--- src/rtl/regfile_wrport_arb.sv ---
// regfile_wrport_arb: shares the single regfile write port between the in-order
// pipeline writeback and a long-latency unit. Long-latency results wait in a small
// FIFO, and a scoreboard of pending destinations stalls decode on RAW/WAW hazards.
module regfile_wrport_arb #(
  parameter int XLEN       = 32,
  parameter int LQ_DEPTH   = 2,
  parameter int STARVE_MAX = 8
) (
  input  logic            clk,
  input  logic            cpurst_n,
  input  logic            pipe_wr_reg,
  input  logic [4:0]      pipe_wr_regindex,
  input  logic [XLEN-1:0] pipe_wr_wdata,
  output logic            pipe_hold,
  input  logic            lu_issue,
  input  logic [4:0]      lu_issue_regindex,
  input  logic            lu_rsp_valid,
  input  logic [4:0]      lu_rsp_regindex,
  input  logic [XLEN-1:0] lu_rsp_wdata,
  output logic            lu_rsp_ready,
  input  logic [4:0]      rs1_addr,
  input  logic [4:0]      rs2_addr,
  input  logic [4:0]      rs3_addr,
  input  logic            de_wr_reg,
  input  logic [4:0]      de_rd_addr,
  output logic            de_stall,
  output logic            wb2regfile_wr_reg,
  output logic [4:0]      wb2regfile_wr_regindex,
  output logic [XLEN-1:0] wb2regfile_wr_wdata
);

  localparam int PTR_W = (LQ_DEPTH > 1) ? $clog2(LQ_DEPTH) : 1;
  localparam int CNT_W = PTR_W + 1;
  localparam int ST_W  = $clog2(STARVE_MAX + 1);

  // FIFO storage and pointers
  logic [4:0]      mem_idx_q  [LQ_DEPTH];
  logic [4:0]      mem_idx_d  [LQ_DEPTH];
  logic [XLEN-1:0] mem_data_q [LQ_DEPTH];
  logic [XLEN-1:0] mem_data_d [LQ_DEPTH];
  logic [PTR_W-1:0] wr_ptr_q, wr_ptr_d;
  logic [PTR_W-1:0] rd_ptr_q, rd_ptr_d;
  logic [CNT_W-1:0] count_q, count_d;

  // Starvation tracking and scoreboard
  logic [ST_W-1:0] starve_q, starve_d;
  logic            hold_q, hold_d;
  logic [31:0]     pending_q, pending_d;

  // Arbitration helpers
  logic            pipe_own;
  logic            fifo_empty;
  logic            fifo_full;
  logic            push;
  logic            pop;
  logic [4:0]      head_idx;
  logic [XLEN-1:0] head_data;

  // Decide who owns the write port this cycle; a pipeline write to x0 counts as idle
  always_comb begin
    pipe_own   = pipe_wr_reg && (pipe_wr_regindex != 5'd0);
    fifo_empty = (count_q == '0);
    fifo_full  = (count_q == CNT_W'(LQ_DEPTH));
    push       = lu_rsp_valid && !fifo_full;
    pop        = !pipe_own && !fifo_empty;
    head_idx   = mem_idx_q[rd_ptr_q];
    head_data  = mem_data_q[rd_ptr_q];
  end

  // Drive the regfile write port and handshake outputs
  always_comb begin
    wb2regfile_wr_reg      = 1'b0;
    wb2regfile_wr_regindex = 5'd0;
    wb2regfile_wr_wdata    = '0;
    if (pipe_own) begin
      wb2regfile_wr_reg      = 1'b1;
      wb2regfile_wr_regindex = pipe_wr_regindex;
      wb2regfile_wr_wdata    = pipe_wr_wdata;
    end else if (pop) begin
      wb2regfile_wr_reg      = 1'b1;
      wb2regfile_wr_regindex = head_idx;
      wb2regfile_wr_wdata    = head_data;
    end
    lu_rsp_ready = !fifo_full;
    pipe_hold    = hold_q;
  end

  // Next FIFO contents, pointers and occupancy; full blocks a push even while popping
  always_comb begin
    mem_idx_d  = mem_idx_q;
    mem_data_d = mem_data_q;
    wr_ptr_d   = wr_ptr_q;
    rd_ptr_d   = rd_ptr_q;
    count_d    = count_q;
    if (push) begin
      mem_idx_d[wr_ptr_q]  = lu_rsp_regindex;
      mem_data_d[wr_ptr_q] = lu_rsp_wdata;
      wr_ptr_d             = wr_ptr_q + PTR_W'(1);
    end
    if (pop) begin
      rd_ptr_d = rd_ptr_q + PTR_W'(1);
    end
    case ({push, pop})
      2'b10:   count_d = count_q + CNT_W'(1);
      2'b01:   count_d = count_q - CNT_W'(1);
      default: count_d = count_q;
    endcase
  end

  // Count cycles the FIFO head waits; hold the pipeline once the wait hits the limit
  always_comb begin
    starve_d = starve_q;
    hold_d   = hold_q;
    if (fifo_empty || pop) begin
      starve_d = '0;
    end else if (starve_q < ST_W'(STARVE_MAX)) begin
      starve_d = starve_q + ST_W'(1);
    end
    if (pop) begin
      hold_d = 1'b0;
    end else if (starve_d == ST_W'(STARVE_MAX)) begin
      hold_d = 1'b1;
    end
  end

  // Scoreboard update: a new issue to the same index overrides the retiring clear
  always_comb begin
    pending_d = pending_q;
    if (pop && (head_idx != 5'd0)) begin
      pending_d[head_idx] = 1'b0;
    end
    if (lu_issue && (lu_issue_regindex != 5'd0)) begin
      pending_d[lu_issue_regindex] = 1'b1;
    end
    pending_d[0] = 1'b0;
  end

  // Decode hazard check against registers still owed by the long-latency unit
  always_comb begin
    de_stall = ((rs1_addr != 5'd0) && pending_q[rs1_addr])
            || ((rs2_addr != 5'd0) && pending_q[rs2_addr])
            || ((rs3_addr != 5'd0) && pending_q[rs3_addr])
            || (de_wr_reg && (de_rd_addr != 5'd0) && pending_q[de_rd_addr]);
  end

  // State registers; reset discards any queued results and pending bits
  always_ff @(posedge clk or negedge cpurst_n) begin
    if (!cpurst_n) begin
      for (int i = 0; i < LQ_DEPTH; i++) begin
        mem_idx_q[i]  <= 5'd0;
        mem_data_q[i] <= '0;
      end
      wr_ptr_q  <= '0;
      rd_ptr_q  <= '0;
      count_q   <= '0;
      starve_q  <= '0;
      hold_q    <= 1'b0;
      pending_q <= '0;
    end else begin
      mem_idx_q  <= mem_idx_d;
      mem_data_q <= mem_data_d;
      wr_ptr_q   <= wr_ptr_d;
      rd_ptr_q   <= rd_ptr_d;
      count_q    <= count_d;
      starve_q   <= starve_d;
      hold_q     <= hold_d;
      pending_q  <= pending_d;
    end
  end

endmodule

--- config.mk ---
export PLATFORM = sky130hd
export DESIGN_NAME = regfile_wrport_arb
export DESIGN_NICKNAME = d
export VERILOG_FILES = /design/src/rtl/regfile_wrport_arb.sv
export SDC_FILE = /design/constraint.sdc
export NUM_CORES = 1
export LEC_CHECK = 0
export ABC_AREA = 0
export CORE_UTILIZATION = 51
export CTS_BUF_LIST = sky130_fd_sc_hd__clkbuf_4
export CTS_CLUSTER_SIZE = 28
export DETAILED_ROUTE_END_ITERATION = 8
export MAX_ROUTING_LAYER = met4
export PLACE_DENSITY = 0.81
export SLEW_MARGIN = 20
export SYNTH_ARGS = -nofsm -noshare
export SYNTH_HDL_FRONTEND = slang
export SYNTH_SLANG_ARGS = --single-unit
--- constraint.sdc ---
create_clock -name clk -period 4.15 [get_ports clk]
set_clock_uncertainty 0.2 [all_clocks]
set_input_delay 0.83 -clock clk [delete_from_list [all_inputs] [get_ports clk]]
set_output_delay 0.83 -clock clk [all_outputs]
set_load 0.01 [all_outputs]
# [Word level (Yosys, flattened, before mapping)]
# Index checks and enable logic that the tools add are counted.
[word_totals] inputBits=105 elab_cells=103 ff_bits=114
[classes] order_cmp=12 eq_ne=4 n_reduce_logical=30 add_sub_neg=5 n_mux=37 bitwise=5
[op_table] operator="32-bit two-way mux" n=8
[op_table] operator="64-bit bitwise mux" n=1
[op_table] operator="5-bit by 6-bit less-than comparator with 1-bit output, second input constant" n=6
[op_table] operator="5-bit nonzero test" n=7
[op_table] operator="32-bit AND" n=1
[op_table] operator="32-bit demux with 1-bit select" n=1
[op_table] operator="32-bit inverter" n=1
[op_table] operator="32-bit OR" n=1
[op_table] operator="5-bit two-way mux" n=6
[op_table] operator="1-bit binary-select mux with 5-bit select" n=4
[op_table] operator="1-bit logical AND" n=13
[op_table] operator="10-bit bitwise mux" n=1
[op_table] operator="1-bit demux with 5-bit select" n=2
[op_table] operator="5-bit by 1-bit greater-or-equal comparator with 1-bit output, second input constant" n=2
[op_table] operator="1-bit two-way mux" n=10
[op_table] operator="4-bit two-way mux" n=2
[op_table] operator="5-bit demux with 1-bit select" n=1
[op_table] operator="4-bit by 1-bit adder with 4-bit output, second input constant" n=1
[op_table] operator="2-bit equality test, second input constant" n=2
[op_table] operator="4-bit equality test, second input constant" n=1
[op_table] operator="2-bit greater-or-equal comparator, second input constant" n=2
[op_table] operator="1-bit logical OR" n=4
[op_table] operator="4-bit less-than comparator, second input constant" n=1
[op_table] operator="1-bit inverter with 2-bit output" n=2
[op_table] operator="9 further kinds" n=13

# [Depth between registers and ports, before layout]
# Gate-level depths: netlist of the first run.
[depth] word_depth=13 mapped_depth=8 ltp_nobuf=7

# [Worst setup path after synthesis of the first run]
# Ideal clock, no wire load.
[synth_timing] path_kind="input to output" startpoint="input port rs3_addr[0]" endpoint="output port de_stall" stages=6 t_arrival_ns=2.713 required_time_ns=3.120 path_slack_ns=0.407 cell_sequence="clkbuf_1 mux4_2 mux2_2 o211ai_1 o41ai_1 or4_1"
[synth_via] elab_chain_cells=5 elab_cells_between_ends=6 classes_between="mux (2); reduce/logical (4)"
[synth_lines] element="from (decl)" line_no="23" source="input logic [4:0] rs3_addr,"
[synth_lines] element="1-bit binary-select mux with 5-bit select" line_no="142" source="|| ((rs3_addr != 5'd0) && pending_q[rs3_addr])"
[synth_lines] element="1-bit two-way mux (not written as such)" line_no="142"
[synth_lines] element="1-bit logical AND (*)" line_no="142"
[synth_lines] element="1-bit logical OR (*)" line_no="142"
[synth_lines] element="1-bit logical OR (*)" line_no="143" source="|| (de_wr_reg && (de_rd_addr != 5'd0) && pending_q[de_rd_addr]);"
[synth_lines] element="to (decl)" line_no="26" source="output logic de_stall,"
# Every way passes the cells marked *; elsewhere a longest branch is shown, timed or not. The select of a mux whose other input is x is not followed.

# [Final worst setup path of the first run]
[layout_timing] startpoint="input port pipe_wr_regindex[0]" endpoint="output port wb2regfile_wr_regindex[3]"
[layout_via] elab_chain_cells=6
[layout_lines] element="from (decl)" line_no="12" source="input logic [4:0] pipe_wr_regindex,"
[layout_lines] element="5-bit nonzero test (*)" line_no="61" source="pipe_own = pipe_wr_reg && (pipe_wr_regindex != 5'd0);"
[layout_lines] element="1-bit logical AND (*)" line_no="61"
[layout_lines] element="1-bit logical NOT" line_no="65" source="pop = !pipe_own && !fifo_empty;"
[layout_lines] element="1-bit logical AND" line_no="65"
[layout_lines] element="5-bit two-way mux" line_no="79" source="end else if (pop) begin"
[layout_lines] element="5-bit two-way mux (*)" line_no="75" source="if (pipe_own) begin"
[layout_lines] element="to (decl)" line_no="28" source="output logic [4:0] wb2regfile_wr_regindex,"
# Every way passes the cells marked *; elsewhere a longest branch is shown, timed or not.

==> impl_metrics.tcl, run 1 <==
set metrics [dict create \
    syn-cell-area_um2 6424 \
    crit_type "input port to output port" \
    vias_per_cell 5.952 \
    mostFrequentLayoutCells "dfrtp_1 (113), clkdlybuf4s50_1 (100), mux2_2 (83)" \
    synth_edf_count 0 \
    antenna_found_initial 1 \
    top_layer "met4" \
    syn_avg_cell_area_um2 11.49 \
    synthFlopType "dfrtp_1" \
    fin_area_um2 8626 \
    hold_viol 0 \
    place_area_um2 8217 \
    core_area_um2 12160 \
    status "finished, final reports clean" \
    final_common_cell "dfrtp_1" \
    synth_fp_nets 666 \
    p_per_area_nw_per_um2 654.4 \
    drive_above_1_share 0.2473 \
    pre_cts_slack_ps -582.0 \
    cts_buffers 17 \
    grt_pass1_wl_mm 28.49 \
    die_w_um 114.2 \
    fmax_mhz 244.1 \
    grt_start_max_net_pins 75 \
    ys_seq_area_frac 0.4441 \
    dr_wl_met3_mm 1.252 \
    crit_path_max_fanout 4 \
    drc 0 \
    grt_pass1_vias 5464 \
    drt_iter0_drc 298 \
    die-height_um 114.2 \
    initial_utilization 0.5282 \
    startpoint_type "input port" \
    worst_pin_slew_ps 913.2 \
    dr.pass1.iters 5 \
    regToRegEndpoint "pending_q[6]" \
    slew_headroom 0.3912 \
    port_buffers 145 \
    drv_cap 0 \
    r2r_slack_ps 1590 \
    multi_input_area_um2 3476 \
    hold_slack_ps 241.5 \
    synth_area_leaders "dfrtp_1 (44%), mux2_2 (15%), mux4_2 (7.7%)" \
    seq_area_um2 2854 \
    clock_latency_ps 510 \
    wl_met2_mm 8.858 \
    tritoncts "built" \
    met1_length_mm 6.979 \
    cts_buffer_depth 2 \
    wl_mm 17.77 \
    critPathCaptureType "output port" \
    cts.clk_slew.worst_paths_ps 100 \
    syn_to_final_growth_pct 34.28 \
    cts_sinks 114 \
    period_needed_ps 4096 \
    yosysWarnings 0 \
    worstPathArrival_ps 3070 \
    synth_area_leader_cell "dfrtp_1" \
    num-nets-final 827 \
    setup_viol 0 \
    min_period_over_period 0.9870 \
    r2r-start "rd_ptr_q" \
    synth.ff_latch_count 114 \
    ir_worst_vdd_mv 0.3429 \
    synth_top_area_frac 0.4441 \
    ys_types 44 \
    root_buffer "clkbuf_4" \
    wl_per_cell_um 19.72 \
    leakage_nw 3.865 \
    fin_ws_ps 53.77 \
    final-max-slew-violation-count 0 \
    cts.htree.levels 4 \
    grt_usage 0.2998 \
    reg2reg_depth 5 \
    routed-via-count 5363 \
    antenna_left 0 \
    place.gp.congestion 0.9149 \
    io_pins 146 \
    fillers 909 \
    hpwl_mm 13.11 \
    fp.dieArea_um2 13050 \
    placementRows 40 \
    required_ps 3120 \
    fin_total_pwr_mw 5.644 \
    synthArstFlopShare 1.000 \
    min_path_type "input port to async pin" \
    overflow 0 \
    synthCells 559 \
]
## how the worst max path moves through the flow
stage                             start                   endpoint  slack [ps]  cells after the start
floorplan                   rs3_addr[0]                   de_stall         410                      6
global placement          de_rd_addr[1]                   de_stall        -570                      7
detailed placement        de_rd_addr[1]                   de_stall        -580                      7
CTS                 pipe_wr_regindex[0]    wb2regfile_wr_wdata[12]         0.8                      6
global route        pipe_wr_regindex[0]  wb2regfile_wr_regindex[2]        -0.8                      6
finish              pipe_wr_regindex[0]  wb2regfile_wr_regindex[3]          50                      6
## report_power, final
part | total [mW] | switching, mW | internal (mW)
sequential | 2.21 | 0.554 | 1.66
clock | 0.933 | 0.400 | 0.533
combinational | 2.50 | 1.14 | 1.36
## area by class of cell
cell class / count / area share
Sequential cell: 114 / 0.3309
Inverter: 2 / 0.0008703
Clock inverter: 13 / 0.02219
Clock buffer: 18 / 0.01567
Antenna cell: 1 / 0.0002901
Multi-Input combinational cell: 408 / 0.4030
Tap cell: 168 / 0.02437
Timing Repair Buffer: 177 / 0.2028
## critical path: stages
cell             delay, ps
clkdlybuf4s50_1        420
or4_1                  550
o21a_2                 260
o31ai_1                300
buf_4                  180
clkdlybuf4s50_1        530
## cells in the mapped netlist (7+ instances only)
library cell / instances
nand3_1: 14
nor2_1: 12
nand2_1: 55
mux2i_1: 46
o31ai_1: 39
o21ai_0: 65
nor3_1: 7
nor2b_1: 10
mux4_2: 22
clkbuf_1: 28
mux2_2: 83
dfrtp_1: 114
## through the flow
step | utilization | cells | TNS [ps]
after CTS | 0.7019 | 900 | 0
final | 0.7093 | 901 | 0
after global routing | 0.7093 | 901 | -0.8127
after detailed placement | 0.6756 | 869 | -764.6
after floorplan | - | 559 | 0
after global placement | 0.6756 | 869 | -594.3
## logic make-up (layout without fill, tap and decap cells)
| kind of cell | after synthesis | in the layout | synth area share |
|---|---|---|---|
| other | 0 | 1 | 0 |
| muxes | 155 | 155 | 0.3107 |
| adders and majority gates | 2 | 2 | 0.003895 |
| buffers and inverters | 37 | 210 | 0.02318 |
| and+or+nand+nor | 121 | 121 | 0.08921 |
| AOI/OAI and AO/OA | 123 | 123 | 0.1194 |
| xor gates and xnor gates | 7 | 7 | 0.009544 |
| DFF | 114 | 114 | 0.4441 |
## per-layer routing
| layer | track usage | vias up |
|---|---|---|
| li1 | - | 2442 |
| met1 | 0.3555 | 2635 |
| met2 | 0.4824 | 235 |
| met3 | 0.07994 | 51 |
| met4 | 0.1316 | 0 |
| met5 | - | - |
## flip-flops by register name, summed over array words and instances (netlist names)
register	count
wr_ptr_q	1
pipe_hold	1
pending_q	31
rd_ptr_q	1
starve_q	4
mem_data_q	64
count_q	2
mem_idx_q	10
## what timing repair did
action	4_1_cts	5_1_grt
setup endpoints to repair	7	29
gates resized for setup	21	36
hold buffers	0	0
buffers inserted	0	0
Note: power is estimated with default switching activity, not from simulation.
==> run 2, diff against run 1 <==
--- a/config.mk
+++ b/config.mk
@@ -5,13 +5,13 @@
 export SDC_FILE = /design/constraint.sdc
 export NUM_CORES = 1
 export LEC_CHECK = 0
-export ABC_AREA = 0
-export CORE_UTILIZATION = 51
+export ABC_AREA = 1
+export CORE_UTILIZATION = 35
 export CTS_BUF_LIST = sky130_fd_sc_hd__clkbuf_4
 export CTS_CLUSTER_SIZE = 28
 export DETAILED_ROUTE_END_ITERATION = 8
+export HOLD_SLACK_MARGIN = 0.1
 export MAX_ROUTING_LAYER = met4
-export PLACE_DENSITY = 0.81
 export SLEW_MARGIN = 20
 export SYNTH_ARGS = -nofsm -noshare
 export SYNTH_HDL_FRONTEND = slang
==> run 2 against run 1 <==
  * Total power fell by 6.2%
  * Via count rose by 25%
  * Sequential power fell by 8%
  * Setup slack improved by 220 ps
  * Critical endpoint is now de_stall
  * Die area rose by 52%
  * Register-to-register slack improved by 410 ps
  * Critical path depth rose by 6
  * Cell count rose by 50%
==> impl_metrics.tcl, run 2 <==
set metrics [dict create \
    largest_reg_flops 64 \
    use_met2 0.3569 \
    cts_buffer_depth 2 \
    hold_viol 0 \
    routed-via-count 6689 \
    drt_iter0_drc 491 \
    syn_avg_cell_area_um2 6.969 \
    setup_viol 0 \
    hold_slack_ps 290.0 \
    setup_tns_ps 0 \
    grt_usage 0.2212 \
    place_area_um2 8424 \
    initial_utilization 0.3583 \
    startpoint_type "input port" \
    synth_commonest_cells "nand2_1 (349), dfrtp_1 (114), inv_1 (106)" \
    mostFrequentLayoutCells "nand2_1 (349), clkdlybuf4s50_1 (144), dfrtp_1 (114)" \
    synth_fp_nets 1072 \
    synth.ff_latch_count 114 \
    tritoncts "built" \
    fillers 1996 \
    leakage_nw 4.240 \
    syn_to_final_growth_pct 28.86 \
    worst_pin_slew_ps 694.7 \
    die-height_um 140.6 \
    period_needed_ps 3879 \
    fin_area_um2 8666 \
    antenna_left 0 \
    wl_mm 20.54 \
    status "finished, final reports clean" \
    place.gp.congestion 1.028 \
    grt_start_max_net_pins 56 \
    yosysWarnings 0 \
    drc 0 \
    syn-cell-area_um2 6725 \
    slew_headroom 0.5369 \
    cts.clk_slew.worst_paths_ps 100 \
    vias_per_cell 4.951 \
    synth_area_leader_cell "dfrtp_1" \
    fp.dieArea_um2 19770 \
    grt_pass1_wl_mm 33.13 \
    synthArstFlopShare 1.000 \
    antenna_found_initial 2 \
    synth_area_leaders "dfrtp_1 (42%), nand2_1 (19%), o21ai_0 (7.4%)" \
    grt_pass1_vias 6492 \
    crit_path_max_fanout 5 \
    reg_top3 "mem_data_q (64), pending_q (31), mem_idx_q (10)" \
    use_met1 0.2752 \
    die_w_um 140.6 \
    worstPathArrival_ps 2850 \
    io_pins 146 \
    synthCells 965 \
    cts.htree.levels 4 \
    post_cts_resized 0 \
    core_area_um2 18770 \
    required_ps 3120 \
    placementRows 50 \
    critPathCaptureType "output port" \
    grt_use_met3 0.04959 \
    clock_latency_ps 520 \
    drive_above_1_share 0.05650 \
    num-nets-final 1210 \
    drv_cap 0 \
    top_register "mem_data_q" \
    wl_per_cell_um 15.20 \
    synth_edf_count 0 \
    cts_sinks 114 \
    synthFlopType "dfrtp_1" \
    min_path_type "flop to flop" \
    fmax_mhz 257.8 \
    crit_type "input port to output port" \
    final-max-slew-violation-count 0 \
    ys_types 31 \
    final_common_cell "nand2_1" \
    synth_top_area_frac 0.4242 \
    port_buffers 145 \
    cts_buffers 17 \
    p_per_area_nw_per_um2 610.8 \
    min_period_over_period 0.9347 \
    busiest_layer "met2" \
    synth_most_common_cell "nand2_1" \
    rsz0062_at_grt "false" \
    overflow 0 \
    hpwl_mm 15.18 \
    dr.pass1.iters 5 \
    ys_seq_area_frac 0.4242 \
    ir_worst_vdd_mv 0.2657 \
    root_buffer "clkbuf_4" \
]
[run 2: power breakdown]
part / leakage, nW / switching, mW / internal, mW
sequential: 1.41 / 0.412 / 1.63
combinational: 2.71 / 1.56 / 1.01
clock: 0.120 / 0.415 / 0.278
total: 4.24 / 2.38 / 2.91
[run 2: final cells by class]
cell class	count	area [um2]	share of cell area
sequential	114	2853	0.3292
clock buffer	17	127.6	0.01473
clock inverter	14	98.84	0.01141
tap	234	292.8	0.03379
inverter	116	435.4	0.05025
antenna	2	5.005	0.0005775
timing repair buffer	162	1604	0.1851
multi-input combinational	692	3249	0.3750
[run 2: routing by layer]
metal,share of wire,wire length [um]
met1,0.45,9272
met2,0.48,9770
met3,0.053,1086
met4,0.020,412
met5,0,0
[run 2: worst paths after layout]
kind	startpoint	endpoint	slack, ps	cells past startpoint
setup / recovery	rs1_addr[2]	de_stall	270	12
hold reg to reg	mem_idx_q[1]	mem_idx_q[1]	290	2
hold / removal	mem_idx_q[1]	mem_idx_q[1]	290	2
setup reg to reg	rd_ptr_q	pending_q[19]	2000	7
max in group asynchronous	cpurst_n	mem_data_q[27]	2180	3
min in group asynchronous	cpurst_n	mem_data_q[40]	640	2
[run 2: cells by family after synthesis]
family | Yosys count | share of synthesized area
AOI/OAI and AO/OA | 206 | 0.1827
xor gates and xnor gates | 5 | 0.006513
adders and majority gates | 2 | 0.003720
buffers and inverters | 159 | 0.09340
DFF | 114 | 0.4242
and+or+nand+nor | 479 | 0.2895
[run 2: worst max-delay path, stage by stage]
cell and delay, ps:
clkdlybuf4s50_1 530, inv_1 130, nor2_1 210, o21ai_0 120, a21oi_1 130, nor2_1 60, nand2_1 50, nand3_1 70
nand2_1 80, nor2_1 50, nand2_1 50, clkdlybuf4s50_1 540
[run 2: repair_timing]
action                                 4_1_cts  5_1_grt
endpoints found under the hold margin       10        0
hold buffers                                 1        0
setup buffers                                0        0
[run 2: per-stage QoR]
step                worst slack [ps]  std cells    util  power (mW)
floorplan                       1270        965       -       3.575
global placement               291.5       1317  0.4489       4.595
detailed placement             286.9       1317  0.4489       4.621
CTS                            279.2       1349  0.4615       5.331
global route                   35.11       1351  0.4617       5.745
finish                         270.9       1351  0.4617       5.293
==> run 3, diff against run 2 <==
--- a/config.mk
+++ b/config.mk
@@ -12,6 +12,7 @@
 export DETAILED_ROUTE_END_ITERATION = 8
 export HOLD_SLACK_MARGIN = 0.1
 export MAX_ROUTING_LAYER = met4
+export SKIP_LAST_GASP = 1
 export SLEW_MARGIN = 20
 export SYNTH_ARGS = -nofsm -noshare
 export SYNTH_HDL_FRONTEND = slang
==> results of run 3 <==
The final DEF is identical to that of run 2; final timing and power are the same.
